$ cat config.mk
export PLATFORM = sky130hd
export DESIGN_NAME = adder_arbiter
export DESIGN_NICKNAME = d
export VERILOG_FILES = /design/src/rtl/adder_arb_pkg.sv /design/src/rtl/adder_arbiter_add_core.sv /design/src/rtl/adder_arbiter.sv
export SDC_FILE = /design/constraint.sdc
export NUM_CORES = 1
export LEC_CHECK = 0
export ABC_AREA = 1
export CAP_MARGIN = 10
export CORE_MARGIN = 2
export CORE_UTILIZATION = 35
export CTS_CLUSTER_SIZE = 28
export DETAILED_ROUTE_END_ITERATION = 10
export GPL_TIMING_DRIVEN = 0
export PLACE_DENSITY = 0.75
export SETUP_SLACK_MARGIN = 0.4
export SLEW_MARGIN = 20
export SYNTH_ARGS = -nofsm -noshare
export SYNTH_HDL_FRONTEND = slang
export SYNTH_SLANG_ARGS = --single-unit
$ cat constraint.sdc
create_clock -name clk -period 2.3 [get_ports clk]
set_input_delay 0.46 -clock clk [delete_from_list [all_inputs] [get_ports clk]]
set_output_delay 0.46 -clock clk [all_outputs]
set_load 0.01 [all_outputs]
$ cat src/rtl/adder_arb_pkg.sv
// Shared types and constants for the two-requester adder arbiter.
package adder_arb_pkg;

  typedef enum logic [0:0] {
    IDLE = 1'b0,
    HOLD = 1'b1
  } state_e;

  localparam int NREQ      = 2;
  localparam int DEFAULT_W = 8;

endpackage

$ cat src/rtl/adder_arbiter_add_core.sv
// Combinational W-bit adder; the carry lands in bit W of the result.
module add_core
  import adder_arb_pkg::*;
#(
  parameter int W = DEFAULT_W
) (
  input  logic [W-1:0] A,
  input  logic [W-1:0] B,
  output logic [W:0]   S
);

  assign S = {1'b0, A} + {1'b0, B};

endmodule

$ cat src/rtl/adder_arbiter.sv
// Two requesters share one adder; result held until the consumer takes it.
// Define ADDER_ARB_RR_EN for round-robin arbitration (default: fixed priority, requester 0 wins).
module adder_arbiter
  import adder_arb_pkg::*;
#(
  parameter int W = DEFAULT_W
) (
  input  logic         clk,
  input  logic         rst,
  input  logic [W-1:0] A0,
  input  logic [W-1:0] B0,
  input  logic         V0,
  output logic         R0,
  input  logic [W-1:0] A1,
  input  logic [W-1:0] B1,
  input  logic         V1,
  output logic         R1,
  output logic [W:0]   S,
  output logic         SV,
  output logic         SID,
  input  logic         SR
);

  state_e          state_q, state_d;
  logic            sv_q, sv_d;
  logic [W:0]      s_q, s_d;
  logic            sid_q, sid_d;
  logic [NREQ-1:0] gnt;
  logic            grant_ok;
  logic            acc;
  logic            take;
  logic [W-1:0]    add_a, add_b;
  logic [W:0]      sum;

`ifdef ADDER_ARB_RR_EN
  // ptr_q high means requester 1 is favoured on the next tie.
  logic ptr_q, ptr_d;
`endif

  always_comb begin
    gnt = '0;
    if (V0 && V1) begin
`ifdef ADDER_ARB_RR_EN
      gnt = ptr_q ? 2'b10 : 2'b01;
`else
      gnt = 2'b01;
`endif
    end else begin
      gnt = {V1, V0};
    end
  end

  // A held result blocks new grants unless the consumer drains it this cycle.
  assign grant_ok = (state_q == IDLE) || SR;
  assign R0       = !rst && grant_ok && gnt[0];
  assign R1       = !rst && grant_ok && gnt[1];
  assign acc      = (V0 && R0) || (V1 && R1);
  assign take     = sv_q && SR;

  assign add_a = gnt[1] ? A1 : A0;
  assign add_b = gnt[1] ? B1 : B0;

  add_core #(.W(W)) u_add_core (
    .A (add_a),
    .B (add_b),
    .S (sum)
  );

  always_comb begin
    state_d = state_q;
    sv_d    = sv_q;
    s_d     = s_q;
    sid_d   = sid_q;
    if (acc) begin
      state_d = HOLD;
      sv_d    = 1'b1;
      s_d     = sum;
      sid_d   = gnt[1];
    end else if (take) begin
      state_d = IDLE;
      sv_d    = 1'b0;
    end
  end

`ifdef ADDER_ARB_RR_EN
  assign ptr_d = acc ? gnt[0] : ptr_q;
`endif

  always_ff @(posedge clk) begin
    if (rst) begin
      state_q <= IDLE;
      sv_q    <= 1'b0;
      s_q     <= '0;
      sid_q   <= 1'b0;
`ifdef ADDER_ARB_RR_EN
      ptr_q   <= 1'b0;
`endif
    end else begin
      state_q <= state_d;
      sv_q    <= sv_d;
      s_q     <= s_d;
      sid_q   <= sid_d;
`ifdef ADDER_ARB_RR_EN
      ptr_q   <= ptr_d;
`endif
    end
  end

  assign S   = s_q;
  assign SV  = sv_q;
  assign SID = sid_q;

endmodule

; ---- Word level (Yosys, flattened, before mapping)
; Index checks and enable logic that the tools add are counted.
[word_totals]
register_bits = 11
out_inout_bits = 13
elab_cells = 21
[op_classes]
addsub = 1
n_mux = 5
n_bitwise = 1
reduce_logical = 11
[op_table]
columns = op, count
row1 = $mux 8, 2
row2 = $add 8x8->9, 1
row3 = $logic_and 1x1->1, 7
row4 = $logic_or 1x1->1, 2
row5 = $mux 1, 2
row6 = $mux 2, 1
row7 = $reduce_bool 2->1, 1
row8 = $logic_not 1->1, 1
row9 = $not 1->1, 1

; ---- Longest topological paths before layout
; Gate-level depths: netlist of run 1.
[depth]
depth_word = 7
depth_mapped = 16
ltp_nobuf = 15

; ---- Modules after synthesis
; From an unflattened synthesis of run 1, not the netlist that was laid out.
[unflattened]
hier_cells = 182
area_unflattened_um2 = 1129.8
[by_module_without_submodules]
columns = mod, n_inst, cells_each, area_per_inst_um2
row1 = adder_arbiter, 1, 123, 753.2
row2 = add_core, 1, 59, 376.6

; ---- Worst setup path before layout of run 1
; No wires, ideal clock.
[synth_path]
path_kind = input -> register
start = input V1
end = register s_q[6] (netlist: S[6])
setup_ns = 0.109
t_arrival_ns = 2.228
required_time_ns = 2.191
path_slack_ns = -0.037
cell_stages = 16
n_path_buf = 1
path_cell_list = inv_1 > nor2_2 > inv_1 > buf_2 > nand2_1 > nand2_1 > ha_1 > fa_1 > nand2_1 > nand2_1 > nand3b_1 > nand2_1 > nand2_1 > nand3_1 > nand2_1 > inv_1
[synth_via]
elab_chain_cells = 5
[synth_rtl]
columns = item, line
row1 = "start, declared", adder_arbiter.sv:16  ; input logic V1,
row2 = branches (longest 5 deep; another with $add 8x8->9), --
row3 = "end signal, assigned", adder_arbiter.sv:93  ; s_q <= '0;
row4 = "end signal, assigned", adder_arbiter.sv:101  ; s_q <= s_d;
row5 = "end, declared", adder_arbiter.sv:26  ; logic [W:0] s_q, s_d;
; Several ways; the timed one is not identified.
; A chain may end at the register's enable or synchronous reset.

; ---- Worst setup path after layout of run 1
[layout_path]
start = input V1
end = register s_q[8] (netlist: S[8])
; The elaborated chain is that of the path after synthesis.

==> results of run 1 <==
## cells in the final DEF, fill, tap and decap left out, types with 2 or more instances in the layout
cell type / count
a21oi_1: 6
buf_4: 15
buf_6: 6
ha_1: 4
o21ai_1: 2
clkbuf_4: 3
nand3b_1: 2
nand3_1: 7
nor2_1: 15
xor2_1: 2
nand2_1: 65
inv_1: 14
clkdlybuf4s50_1: 44
inv_2: 2
nand2_2: 8
inv_4: 2
dfxtp_1: 11
or2_2: 2
o21ai_0: 5
buf_2: 2
ha_4: 4
## kinds of logic (layout without fill, tap and decap cells)
family	count (synthesis)	after routing
adders and majority gates	9	9
buffers and inverters	21	90
AOI/OAI and AO/OA	16	16
xor gates and xnor gates	3	3
DFF	11	11
and+or+nand+nor	102	102
## power breakdown
group          total [mW]  switching (mW)  internal, mW
Combinational       0.388           0.176         0.212
Clock               0.131          0.0641        0.0672
Sequential          0.219         0.00929         0.209
## synth_stat cells (2+ instances only)
cell      instances  area (um2)
a21oi_1           7        35.0
buf_2             2        10.0
or2_2             2        12.5
o21ai_0           5        25.0
nor2_1           15        56.3
dfxtp_1          11         220
xor2_1            2        17.5
nand2_1          73         274
inv_1            17        63.8
o21ai_1           2        10.0
nand3b_1          2        15.0
ha_1              8         100
nand3_1           8        40.0
## flip-flops by register name, indices dropped and copies added, names as in the netlist
register  count
S             9
SID           1
SV            1
## area by class of cell
type / instances / share of cell area
flip-flops and latches: 11 / 0.126
plain buffers: 3 / 0.0194
clock buffers: 4 / 0.0151
multi-input cells: 130 / 0.429
inverters: 18 / 0.0416
well taps: 30 / 0.0215
repair buffers: 65 / 0.347
## worst max-delay path: stages
cell	delay, ns
buf_6	0.07
inv_4	0.03
nor2_4	0.18
inv_4	0.05
buf_6	0.13
nand2_2	0.06
nand2_2	0.07
ha_4	0.17
fa_2	0.38
nand2_2	0.11
nand2_2	0.06
nand3b_1	0.11
nand2_1	0.08
buf_4	0.14
nand3_2	0.04
a21oi_1	0.05
## worst paths after layout
kind	start	end	slack, ns	depth (start not counted)
hold reg to reg	SID$_SDFFE_PP0P_	SID$_SDFFE_PP0P_	0.48	2
setup reg to reg	SV$_SDFFE_PP0P_	S[6]$_SDFFE_PP0P_	0.89	9
hold / removal	SID$_SDFFE_PP0P_	SID$_SDFFE_PP0P_	0.48	2
setup / recovery	V1	S[8]$_SDFFE_PP0P_	0.27	16
## stage by stage
step                hold WS (ns)  utilization
floorplan                  0.502            -
global placement           0.468        0.606
detailed placement         0.479        0.606
CTS                        0.487        0.655
global route               0.521        0.686
finish                     0.484        0.686
## what timing repair did
action	4_1_cts	5_1_grt
hold endpoints to repair	0	0
pin swaps	10	13
resized for setup	29	10
endpoints found under the setup margin	11	9
setup buffers	11	5
## layer usage
metal,GRT usage,wire [um],vias up
li1,-,-,643
met1,0.198,1190,540
met2,0.355,1510,37
met3,0.0507,147,4
met4,0.0544,59,0
met5,0,0,-
==> impl_metrics.yaml, run 1 <==
status:
  outcome: "complete, no violations"
drt:
  vias_per_cell: 4.69
  vias: 1224
  post-route-drc-count: 0
  drtPass1Iterations: 4
  postRouteAntennaNets: 0
  initialDrtViolationCount: 40
  wl_um: 2900
  wl_per_cell_um: 11.1
clocking:
  tritoncts: "done"
  cts_buffers: 3
  cts.path.max_buffers: 2
  path_clk_slew_ns: 0.07
  htreeDepth: 1
  cts_root_buf: "clkbuf_4"
  ctsHoldBuffers: 0
  cts_sinks: 11
  clk_latency_ns: 0.27
global_routing:
  first_global_vias: 1163
  antenna_found_initial: 0
  grt_overflow: 0
  grt_usage: 0.187
  grt_pass1_wl_um: 4710
  grt_max_degree: 11
timing:
  skew_ns: 0.00327
  min_period_ns: 2.03
  setup_viol: 0
  worst_slew_pin_slew_ns: 0.233
  max_freq_mhz: 492
  slew_viol_final: 0
  rsz0062_at_grt: "yes"
  tns_ns: 0
  setup_slack_ns: 0.270
  hold_viol: 0
  timing.slew.headroom: 0.845
  finalCritPeriodShare: 0.883
placement:
  portBuffers: 49
  placed_cell_area_um2: 1540
  dp_hpwl_um: 2050
  finalWeightedCongestion: 0.858
  post-place-ws_ns: -0.652
  post-place-cells: 241
synth:
  synth-seq-area-share: 0.229
  synth_top_family_by_area: "simple AND/OR/NAND/NOR gates"
  synth-edff-count: 0
  synth-compound-area-share: 0.0978
  ys_async_sr_fraction: 0
  netlist_area_um2: 960
  ys_seq_elements: 11
  synth_fa_ha_area_frac: 0.125
  ys.flop_type: "dfxtp_1"
  syn_avg_cell_area_um2: 5.92
  syn-num-nets: 208
  syn_inst: 162
  yosysWarningCount: 0
  synth.distinct_cells: 21
  synth_xor_area_frac: 0.0274
  synth_mux_area_frac: 0
  synth_simple_gate_area_share: 0.428
layout:
  regArea_um2: 220
  area_growth_pct: 81.9
  diodes: 0
  nets: 278
  final_area_um2: 1750
  fin_cells: 261
  nFillCells: 224
  layout-drive-gt1-share: 0.221
  multi_input_area_um2: 749
worst_setup_path:
  cp-start-kind: "input port"
  cp.required_ns: 2.46
  setup.worst_path.class: "input port to register"
  cp_max_fo: 6
  end_kind: "register"
  arrival_ns: 2.20
floorplan:
  pin_count: 50
  die_h_um: 56.4
  core_area_um2: 2540
  row_count: 18
  die_x_um: 56.4
  initial_core_util: 0.377
  dieArea_um2: 3180
power:
  vdd.ir_drop.worst_uv: 408
  leakage_nw: 0.874
  finalPower_mw: 0.738
  powerDensity_nw_per_um2: 423
flow_run:
  cap_violations: 0
hold_path:
  min_path_type: "register to register"
(Power assumes the default switching activity.)
==> run 2, diff against run 1 <==
--- a/config.mk
+++ b/config.mk
@@ -7,6 +7,7 @@
 export LEC_CHECK = 0
 export ABC_AREA = 1
 export CAP_MARGIN = 10
+export CORE_ASPECT_RATIO = 1.4
 export CORE_MARGIN = 2
 export CORE_UTILIZATION = 35
 export CTS_CLUSTER_SIZE = 28
@@ -18,3 +19,4 @@
 export SYNTH_ARGS = -nofsm -noshare
 export SYNTH_HDL_FRONTEND = slang
 export SYNTH_SLANG_ARGS = --single-unit
+export TNS_END_PERCENT = 20
==> run 2 against run 1 <==
  * Setup slack improved by 0.088 ns
  * Critical endpoint is now S[6]$_SDFFE_PP0P_
  * Clock power is essentially flat
  * Combinational power decreased by 7.2%
  * Global-route usage up 1.1 points
  * Highest routed layer unchanged
==> impl_metrics.yaml, run 2 (synthesis gave the netlist of run 1 again) <==
worst_setup_path:
  cp_max_fo: 5
  end_kind: "register"
  setup.worst_path.class: "input port to register"
  arrival_ns: 2.12
  cp.required_ns: 2.47
  worstRegToRegCells: 8
  cp-start-kind: "input port"
clocking:
  cts_buffers: 3
  cts_sinks: 11
  clk_latency_ns: 0.27
  ctsHoldBuffers: 0
  htreeDepth: 1
  tritoncts: "done"
  cts_root_buf: "clkbuf_4"
  cts.path.max_buffers: 2
  path_clk_slew_ns: 0.07
placement:
  post-place-cells: 247
  finalWeightedCongestion: 0.785
  dp_hpwl_um: 2150
  placed_cell_area_um2: 1510
  portBuffers: 49
drt:
  postRouteAntennaNets: 0
  wl_per_cell_um: 10.6
  post-route-drc-count: 0
  vias: 1229
  initialDrtViolationCount: 13
  wl_um: 2790
  drtPass1Iterations: 4
  vias_per_cell: 4.67
layout:
  multi_input_area_um2: 719
  final_cell_mix: "nand2_1, clkdlybuf4s50_1, inv_1, nor2_1, dfxtp_1"
  nFillCells: 232
  regArea_um2: 220
  area_growth_pct: 76.9
  layout-drive-gt1-share: 0.189
  nets: 274
  mostFrequentLayoutCell: "nand2_1"
  largest_reg_flops: 9
  final_area_um2: 1700
  fin_cells: 263
  diodes: 0
timing:
  rsz0062_at_grt: "yes"
  max_freq_mhz: 515
  hold_ws_ns: 0.496
  tns_ns: 0
  timing.slew.headroom: 0.862
  min_period_ns: 1.94
  slew_viol_final: 0
  finalCritPeriodShare: 0.844
  skew_ns: 0.00337
  setup_viol: 0
  hold_viol: 0
  worst_slew_pin_slew_ns: 0.206
power:
  p_seq_frac: 0.307
  p_clk_frac: 0.186
  p_int_mw: 0.471
  powerDensity_nw_per_um2: 418
  vdd.ir_drop.worst_uv: 196
  switchingPower_mw: 0.239
  sw_frac_of_total: 0.336
  leakage_nw: 0.843
  power_frac_comb: 0.507
floorplan:
  dieArea_um2: 3180
  core_area_um2: 2620
  die_h_um: 66.0
  pin_count: 50
  die_x_um: 48.3
  row_count: 22
  initial_core_util: 0.367
global_routing:
  grt_overflow: 0
  first_global_vias: 1204
  antenna_found_initial: 0
  grt_max_degree: 11
  grt_usage: 0.197
  grt_pass1_wl_um: 4640
hold_path:
  min_path_type: "register to register"
  hold_depth: 2
status:
  outcome: "complete, no violations"
flow_run:
  cap_violations: 0
## run 2: layer usage
layer,routed length (um),share of wire,vias up,global-route usage
li1,-,-,634,-
met1,1040,0.37,535,0.186
met2,1530,0.55,49,0.391
met3,154,0.055,11,0.0164
met4,72,0.026,0,0.0743
met5,0,0,-,0
## run 2: what timing repair did
action	in CTS	in global routing
gates resized for setup	30	4
endpoints found under the setup margin	10	8
pin swaps	10	1
gates cloned	2	0
setup buffers	10	0
## run 2: critical path, cell delays in order
cell	delay, ns
buf_6	0.10
nor2_4	0.18
inv_4	0.06
buf_6	0.13
nand2_2	0.05
nand2_2	0.07
ha_4	0.16
fa_2	0.35
nand2_2	0.07
nand2_2	0.05
nand3b_1	0.12
nand2_1	0.08
nand2_1	0.08
nand3_1	0.06
nand2_1	0.06
inv_1	0.03
## run 2: through the flow
step / worst slack, ns / total power, mW / util
2_1_floorplan: 0.144 / 0.401 / -
6_report: 0.358 / 0.711 / 0.649
4_1_cts: 0.358 / 0.701 / 0.641
3_3_place_gp: -0.535 / 0.532 / 0.578
3_5_place_dp: -0.573 / 0.539 / 0.578
5_1_grt: 0.217 / 0.759 / 0.649
## run 2: path summary, 6_finish.rpt
check,from,end,slack [ns]
hold / removal,SID$_SDFFE_PP0P_,SID$_SDFFE_PP0P_,0.50
setup / recovery,V0,S[6]$_SDFFE_PP0P_,0.36
setup reg to reg,SV$_SDFFE_PP0P_,S[6]$_SDFFE_PP0P_,1.06
hold reg to reg,SID$_SDFFE_PP0P_,SID$_SDFFE_PP0P_,0.50
## run 2: power by group through the flow
stage	logic, mW	registers [mW]	clock network (mW)
finish	0.360	0.218	0.132
global route	0.402	0.220	0.137
CTS	0.349	0.218	0.134
detailed placement	0.317	0.223	0
global placement	0.311	0.222	0
floorplan	0.170	0.231	0
## run 2: final cells by class
class	instances	share of cell area
multi-input combinational	130	0.424
timing repair buffer	61	0.343
sequential	11	0.130
inverter	18	0.0413
tap	36	0.0265
buffer	3	0.0199
clock buffer	4	0.0155
